--- config.mk ---
export PLATFORM = sky130hd
export DESIGN_NAME = ex_muldiv_unit
export DESIGN_NICKNAME = d
export VERILOG_FILES = /design/src/rtl/ex_muldiv_unit.sv
export SDC_FILE = /design/constraint.sdc
export NUM_CORES = 2
export LEC_CHECK = 0
export CAP_MARGIN = 20
export CORE_MARGIN = 2
export CORE_UTILIZATION = 55
export CTS_CLUSTER_SIZE = 20
export DETAILED_ROUTE_END_ITERATION = 6
export PLACE_DENSITY = 0.72
export SETUP_SLACK_MARGIN = 0.1
export SLEW_MARGIN = 40
export SYNTH_ARGS = -nofsm -noshare
export SYNTH_HDL_FRONTEND = slang
export SYNTH_SLANG_ARGS = --single-unit
--- constraint.sdc ---
create_clock -name clk -period 9.9 [get_ports clk]
set_input_delay 2.475 -clock clk [delete_from_list [all_inputs] [get_ports clk]]
set_output_delay 2.475 -clock clk [all_outputs]
set_load 0.05 [all_outputs]
--- src/rtl/ex_muldiv_unit.sv ---
// RV32M/RV64M multi-cycle multiply/divide unit for the EX stage.
// Stalls the pipeline while busy and presents a one-cycle result.
module ex_muldiv_unit #(
  parameter int XLEN    = 32,
  parameter int MUL_LAT = 2,
  parameter int ADR_W   = 5
) (
  input  logic             clk,
  input  logic             rst_n,
  input  logic             cmd_muldiv_ex,
  input  logic [2:0]       alu_code_ex,
  input  logic [XLEN-1:0]  rs1_sel,
  input  logic [XLEN-1:0]  rs2_sel,
  input  logic [ADR_W-1:0] rd_adr_ex,
  input  logic             stall,
  input  logic             rst_pipe,
  output logic             muldiv_busy,
  output logic             muldiv_done,
  output logic [XLEN-1:0]  muldiv_rd_data,
  output logic [ADR_W-1:0] muldiv_rd_adr
);

  localparam int CW = $clog2(XLEN) + 1;
  localparam logic [XLEN-1:0] SMIN = {1'b1, {(XLEN-1){1'b0}}};

  typedef enum logic [2:0] {
    S_IDLE, S_MUL, S_DIV, S_FIX, S_DONE
  } state_e;

  state_e state_q, state_d;

  logic [2:0]       op_q, op_d;
  logic [XLEN-1:0]  a_q, a_d;
  logic [XLEN-1:0]  b_q, b_d;
  logic [ADR_W-1:0] rd_q, rd_d;
  logic [CW-1:0]    cnt_q, cnt_d;
  logic [XLEN-1:0]  quo_q, quo_d;
  logic [XLEN-1:0]  rem_q, rem_d;
  logic [XLEN-1:0]  dvs_q, dvs_d;
  logic [XLEN-1:0]  res_q, res_d;

  logic accept, div_in, sgn_in, div_zero, div_ovf;
  logic a_neg, b_neg;

  assign accept   = (state_q == S_IDLE) & cmd_muldiv_ex & ~rst_pipe;
  assign div_in   = alu_code_ex[2];
  assign sgn_in   = ~alu_code_ex[0];
  assign div_zero = (rs2_sel == '0);
  assign div_ovf  = sgn_in & (rs1_sel == SMIN) & (rs2_sel == '1);
  assign a_neg    = sgn_in & rs1_sel[XLEN-1];
  assign b_neg    = sgn_in & rs2_sel[XLEN-1];

  // 2*XLEN-wide extension keeps the low 2*XLEN product bits exact
  logic a_ext, b_ext;
  logic [2*XLEN-1:0] a_x, b_x, prod;

  assign a_ext = ~(op_q[1] & op_q[0]) & a_q[XLEN-1];
  assign b_ext = ~op_q[1] & b_q[XLEN-1];
  assign a_x   = {{XLEN{a_ext}}, a_q};
  assign b_x   = {{XLEN{b_ext}}, b_q};
  assign prod  = a_x * b_x;

  logic [XLEN:0] diff;
  logic          q_neg, r_neg;

  assign diff  = {rem_q, quo_q[XLEN-1]} - {1'b0, dvs_q};
  assign q_neg = ~op_q[0] & (a_q[XLEN-1] ^ b_q[XLEN-1]);
  assign r_neg = ~op_q[0] & a_q[XLEN-1];

  always_ff @(posedge clk or negedge rst_n) begin
    if (!rst_n) state_q <= S_IDLE;
    else        state_q <= state_d;
  end

  always_comb begin
    state_d = state_q;
    if (rst_pipe) begin
      state_d = S_IDLE;
    end else begin
      unique case (state_q)
        S_IDLE:
          if (cmd_muldiv_ex) begin
            if (!div_in)                state_d = S_MUL;
            else if (div_zero | div_ovf) state_d = S_DONE;
            else                        state_d = S_DIV;
          end
        S_MUL:  if (cnt_q == '0) state_d = S_DONE;
        S_DIV:  if (cnt_q == '0) state_d = S_FIX;
        S_FIX:  state_d = S_DONE;
        S_DONE: if (!stall) state_d = S_IDLE;
        default: state_d = S_IDLE;
      endcase
    end
  end

  always_comb begin
    muldiv_busy = accept | (state_q == S_MUL) |
                  (state_q == S_DIV) | (state_q == S_FIX);
    muldiv_done = (state_q == S_DONE);
  end

  assign muldiv_rd_data = res_q;
  assign muldiv_rd_adr  = rd_q;

  always_comb begin
    op_d  = op_q;
    a_d   = a_q;
    b_d   = b_q;
    rd_d  = rd_q;
    cnt_d = cnt_q;
    quo_d = quo_q;
    rem_d = rem_q;
    dvs_d = dvs_q;
    res_d = res_q;
    unique case (state_q)
      S_IDLE:
        if (accept) begin
          op_d = alu_code_ex;
          a_d  = rs1_sel;
          b_d  = rs2_sel;
          rd_d = rd_adr_ex;
          if (!div_in) begin
            cnt_d = CW'(MUL_LAT - 1);
          end else begin
            cnt_d = CW'(XLEN - 1);
            rem_d = '0;
            quo_d = a_neg ? -rs1_sel : rs1_sel;
            dvs_d = b_neg ? -rs2_sel : rs2_sel;
            if (div_zero)
              res_d = alu_code_ex[1] ? rs1_sel : '1;
            else if (div_ovf)
              res_d = alu_code_ex[1] ? '0 : rs1_sel;
          end
        end
      S_MUL: begin
        if (cnt_q != '0) cnt_d = cnt_q - 1'b1;
        else res_d = (op_q[1:0] == 2'b00) ? prod[XLEN-1:0]
                                          : prod[2*XLEN-1:XLEN];
      end
      S_DIV: begin
        if (cnt_q != '0) cnt_d = cnt_q - 1'b1;
        quo_d = {quo_q[XLEN-2:0], ~diff[XLEN]};
        rem_d = diff[XLEN] ? {rem_q[XLEN-2:0], quo_q[XLEN-1]}
                           : diff[XLEN-1:0];
      end
      S_FIX:
        res_d = op_q[1] ? (r_neg ? -rem_q : rem_q)
                        : (q_neg ? -quo_q : quo_q);
      default: ;
    endcase
  end

  always_ff @(posedge clk or negedge rst_n) begin
    if (!rst_n) begin
      op_q  <= '0;
      a_q   <= '0;
      b_q   <= '0;
      rd_q  <= '0;
      cnt_q <= '0;
      quo_q <= '0;
      rem_q <= '0;
      dvs_q <= '0;
      res_q <= '0;
    end else begin
      op_q  <= op_d;
      a_q   <= a_d;
      b_q   <= b_d;
      rd_q  <= rd_d;
      cnt_q <= cnt_d;
      quo_q <= quo_d;
      rem_q <= rem_d;
      dvs_q <= dvs_d;
      res_q <= res_d;
    end
  end

endmodule

==> results.txt <==
Status - finished with violations
Failing checks - design-rule violations
Hold buffers post-CTS - 0
Number of distinct library cells after synthesis - 86
CTS tree - done
Starting Density - 0.553
Critical path startpoint category - register
Worst Hold Class - register to register
Critical Path RT - 10.33 ns
Ant diodes - 0
Gr ovfl total - 0
Crit path max fanout - 31
DRT iter0 DRCs - 3,465
Syn. warnings - 0
Layout cells sized above 1 - 0.0407
CP max-delay cell - fa_2
Worst-Skew Late Latency - 0.55 ns
Min Clock Period, post-route - 9.23 ns
Clk_skew - 0.0119 ns
Post-synth EDFFs - 0
Measured slew at the worst slew-check pin - 0.871 ns
Arrival @ worst endpoint - 9.67 ns
Vias per cell - 5.74
First-pass GRT wire length - 248 mm
FF/Latch Area - 5230 µm²
Finished Layout Cells - 7,229
CP Depth - 29
Final number of hold-violating endpoints - 0
Core area - 94,600 µm²
Die Ht - 312 µm
Slew Limit Fails - 0
RR Endpoint - muldiv_rd_data[31]
Final ANT Viol Nets - 0
Remaining DRCs - 17
Final #Nets - 7,399
Largest net degree at the start of global routing - 91
Wire per inst - 21.4 µm
Vias - 41,500
Worst setup EP type - register
Syn Inst Count - 5,998
Critical path's top delay family - adder cells
IO Count - 116
CTS max path bufs - 3
Setup TNS Final - 0 ns
R2R setup slack - 0.67 ns
Critical path class - register to register
Vias in the first global route - 43,900
Die Width - 312 µm
Synthesized area per cell - 8.72 µm²
Final cycle utilization of the critical path - 0.933
Mapped cell area - 52,300 µm²
Initial antenna violation count - 4
Multi-input gate area - 41,400 µm²
Crit path to - muldiv_rd_data[31]
CP Buf/Inv Count - 8
R2R Path Start - op_q[0]
Global Route Usage Sum - 0.327
Post-DP HPWL - 128 mm
Number of synthesized register bits - 208
H-tree levels - 1
Final wirelength - 155 mm
Final Wtd Congestion - 0.991
Ys flop type - dfrtp_1
Area growth from synthesis to layout - 6.60%
Final Setup Violations - 0
Hold Startpoint - dvs_q[18]
Cell Rows - 113
Root Buffer - clkbuf_16
IO buf count - 115
Max-slew headroom - 0.419
Drt pass-1 iters - 7
Crit-path max cell delay - 0.75 ns
Inserted Clock Buffers - 27
Die footprint - 97,500 µm²
Reg2reg path depth - 29
Sequential-to-total area share from yosys stat - 0.0996
Max cap viols - 0
Syn nets - 7,453
Clock transition at path regs - 0.06 ns
Async set-reset flop share out of synthesis - 1.00
TritonCTS Sinks - 208
DP Cell Count - 7,175
Maximum clock rate - 0.108 GHz
Fillers - 8,303
RSZ-0062 raised after global routing - false
Critical path startpoint - op_q[0]
-- cells in the mapped netlist, types with 56 or more instances --
cell	instances	area share
nand2_1	1059	0.076
dfrtp_1	208	0.10
nor3_1	56	0.0054
xor2_1	77	0.013
o21ai_0	185	0.018
clkbuf_1	315	0.023
a21oi_1	182	0.017
fa_1	1126	0.43
nor2_1	219	0.016
ha_1	252	0.060
inv_1	1181	0.085
nand3_1	62	0.0059
xnor2_1	129	0.022
and2_1	373	0.045
-- final cells by class --
type / instances / area share
Inverter: 1182 / 0.0797
Timing Repair Buffer: 248 / 0.0396
Multi-Input combinational cell: 4277 / 0.743
Clock inverter: 9 / 0.00141
Sequential cell: 208 / 0.0938
Tap cell: 1265 / 0.0284
Clock buffer: 40 / 0.0139
-- registers in the layout (all words and copies together) (netlist names) --
| signal | flops |
|---|---|
| rem_q | 32 |
| cnt_q | 6 |
| b_q | 32 |
| op_q | 2 |
| dvs_q | 32 |
| quo_q | 32 |
| state_q | 3 |
| a_q | 32 |
| muldiv_rd_data | 32 |
| muldiv_rd_adr | 5 |
-- worst reg2reg max path: cells and delay by family (launching register included) --
family | cells | cell delay [ns]
flops | 1 | 0.48
buf+inv | 8 | 1.11
compound gates | 7 | 1.96
simple gates | 5 | 0.70
fa+ha+maj | 9 | 4.86
-- placed cells by master (no fill, tap or decap), types with 34 or more instances in the layout --
| cell type | netlist | final |
|---|---|---|
| a21oi_1 | 182 | 182 |
| fa_1 | 1126 | 1124 |
| nand3_1 | 62 | 62 |
| buf_4 | 3 | 127 |
| xnor2_1 | 129 | 129 |
| nand2_1 | 1059 | 1057 |
| a21o_1 | 43 | 43 |
| nor2_1 | 219 | 218 |
| and2_1 | 373 | 373 |
| ha_1 | 252 | 252 |
| inv_1 | 1181 | 1179 |
| a31oi_1 | 34 | 34 |
| dfrtp_1 | 208 | 189 |
| o21ai_0 | 185 | 185 |
| clkdlybuf4s50_1 | 0 | 114 |
| nor3_1 | 56 | 56 |
| xor2_1 | 77 | 77 |
-- how the worst min path moves through the flow --
| stage | end | slack (ns) | cells after the start |
|---|---|---|---|
| 6_report | dvs_q[18] | 0.48 | 2 |
| 5_1_grt | muldiv_rd_adr[2] | 0.50 | 2 |
| 4_1_cts | muldiv_rd_adr[2] | 0.48 | 2 |
| 3_5_place_dp | muldiv_rd_adr[2] | 0.47 | 2 |
| 3_3_place_gp | muldiv_rd_adr[1] | 0.46 | 2 |
| 2_1_floorplan | dvs_q[11] | 0.45 | 2 |
-- logic make-up after synthesis --
family / share of synthesized area
buffers and inverters: 0.109
AOI/OAI and AO/OA: 0.0845
xor gates and xnor gates: 0.0345
DFF: 0.0996
and+or+nand+nor: 0.171
adders and majority gates: 0.495
muxes: 0.00598
-- through the flow --
stage	setup WS [ns]	utilization	area [µm²]	hold WS, ns
4_1_cts	0.522	0.588	55700	0.481
3_3_place_gp	0.544	0.579	54800	0.456
2_1_floorplan	0.975	-	52300	0.450
5_1_grt	0.153	0.589	55700	0.501
3_5_place_dp	0.566	0.579	54800	0.466
6_report	0.667	0.589	55700	0.478
-- metal layers --
metal,up-vias,GRT usage,wire length [µm],part of all wire
met5,-,0,23,0.00015
li1,18100,-,-,-
met1,21200,0.437,60600,0.39
met2,1847,0.539,73700,0.48
met4,4,0.136,7720,0.050
met3,363,0.0442,12700,0.082
-- timing repair --
item                                    in CTS  in global routing
resized for setup                            0                  3
setup buffers                                0                  4
endpoints found under the setup margin       0                  2
Power is left out: the tool's default activity adds up to more than one toggle a clock period on the data nets, which glitch-free logic cannot reach.
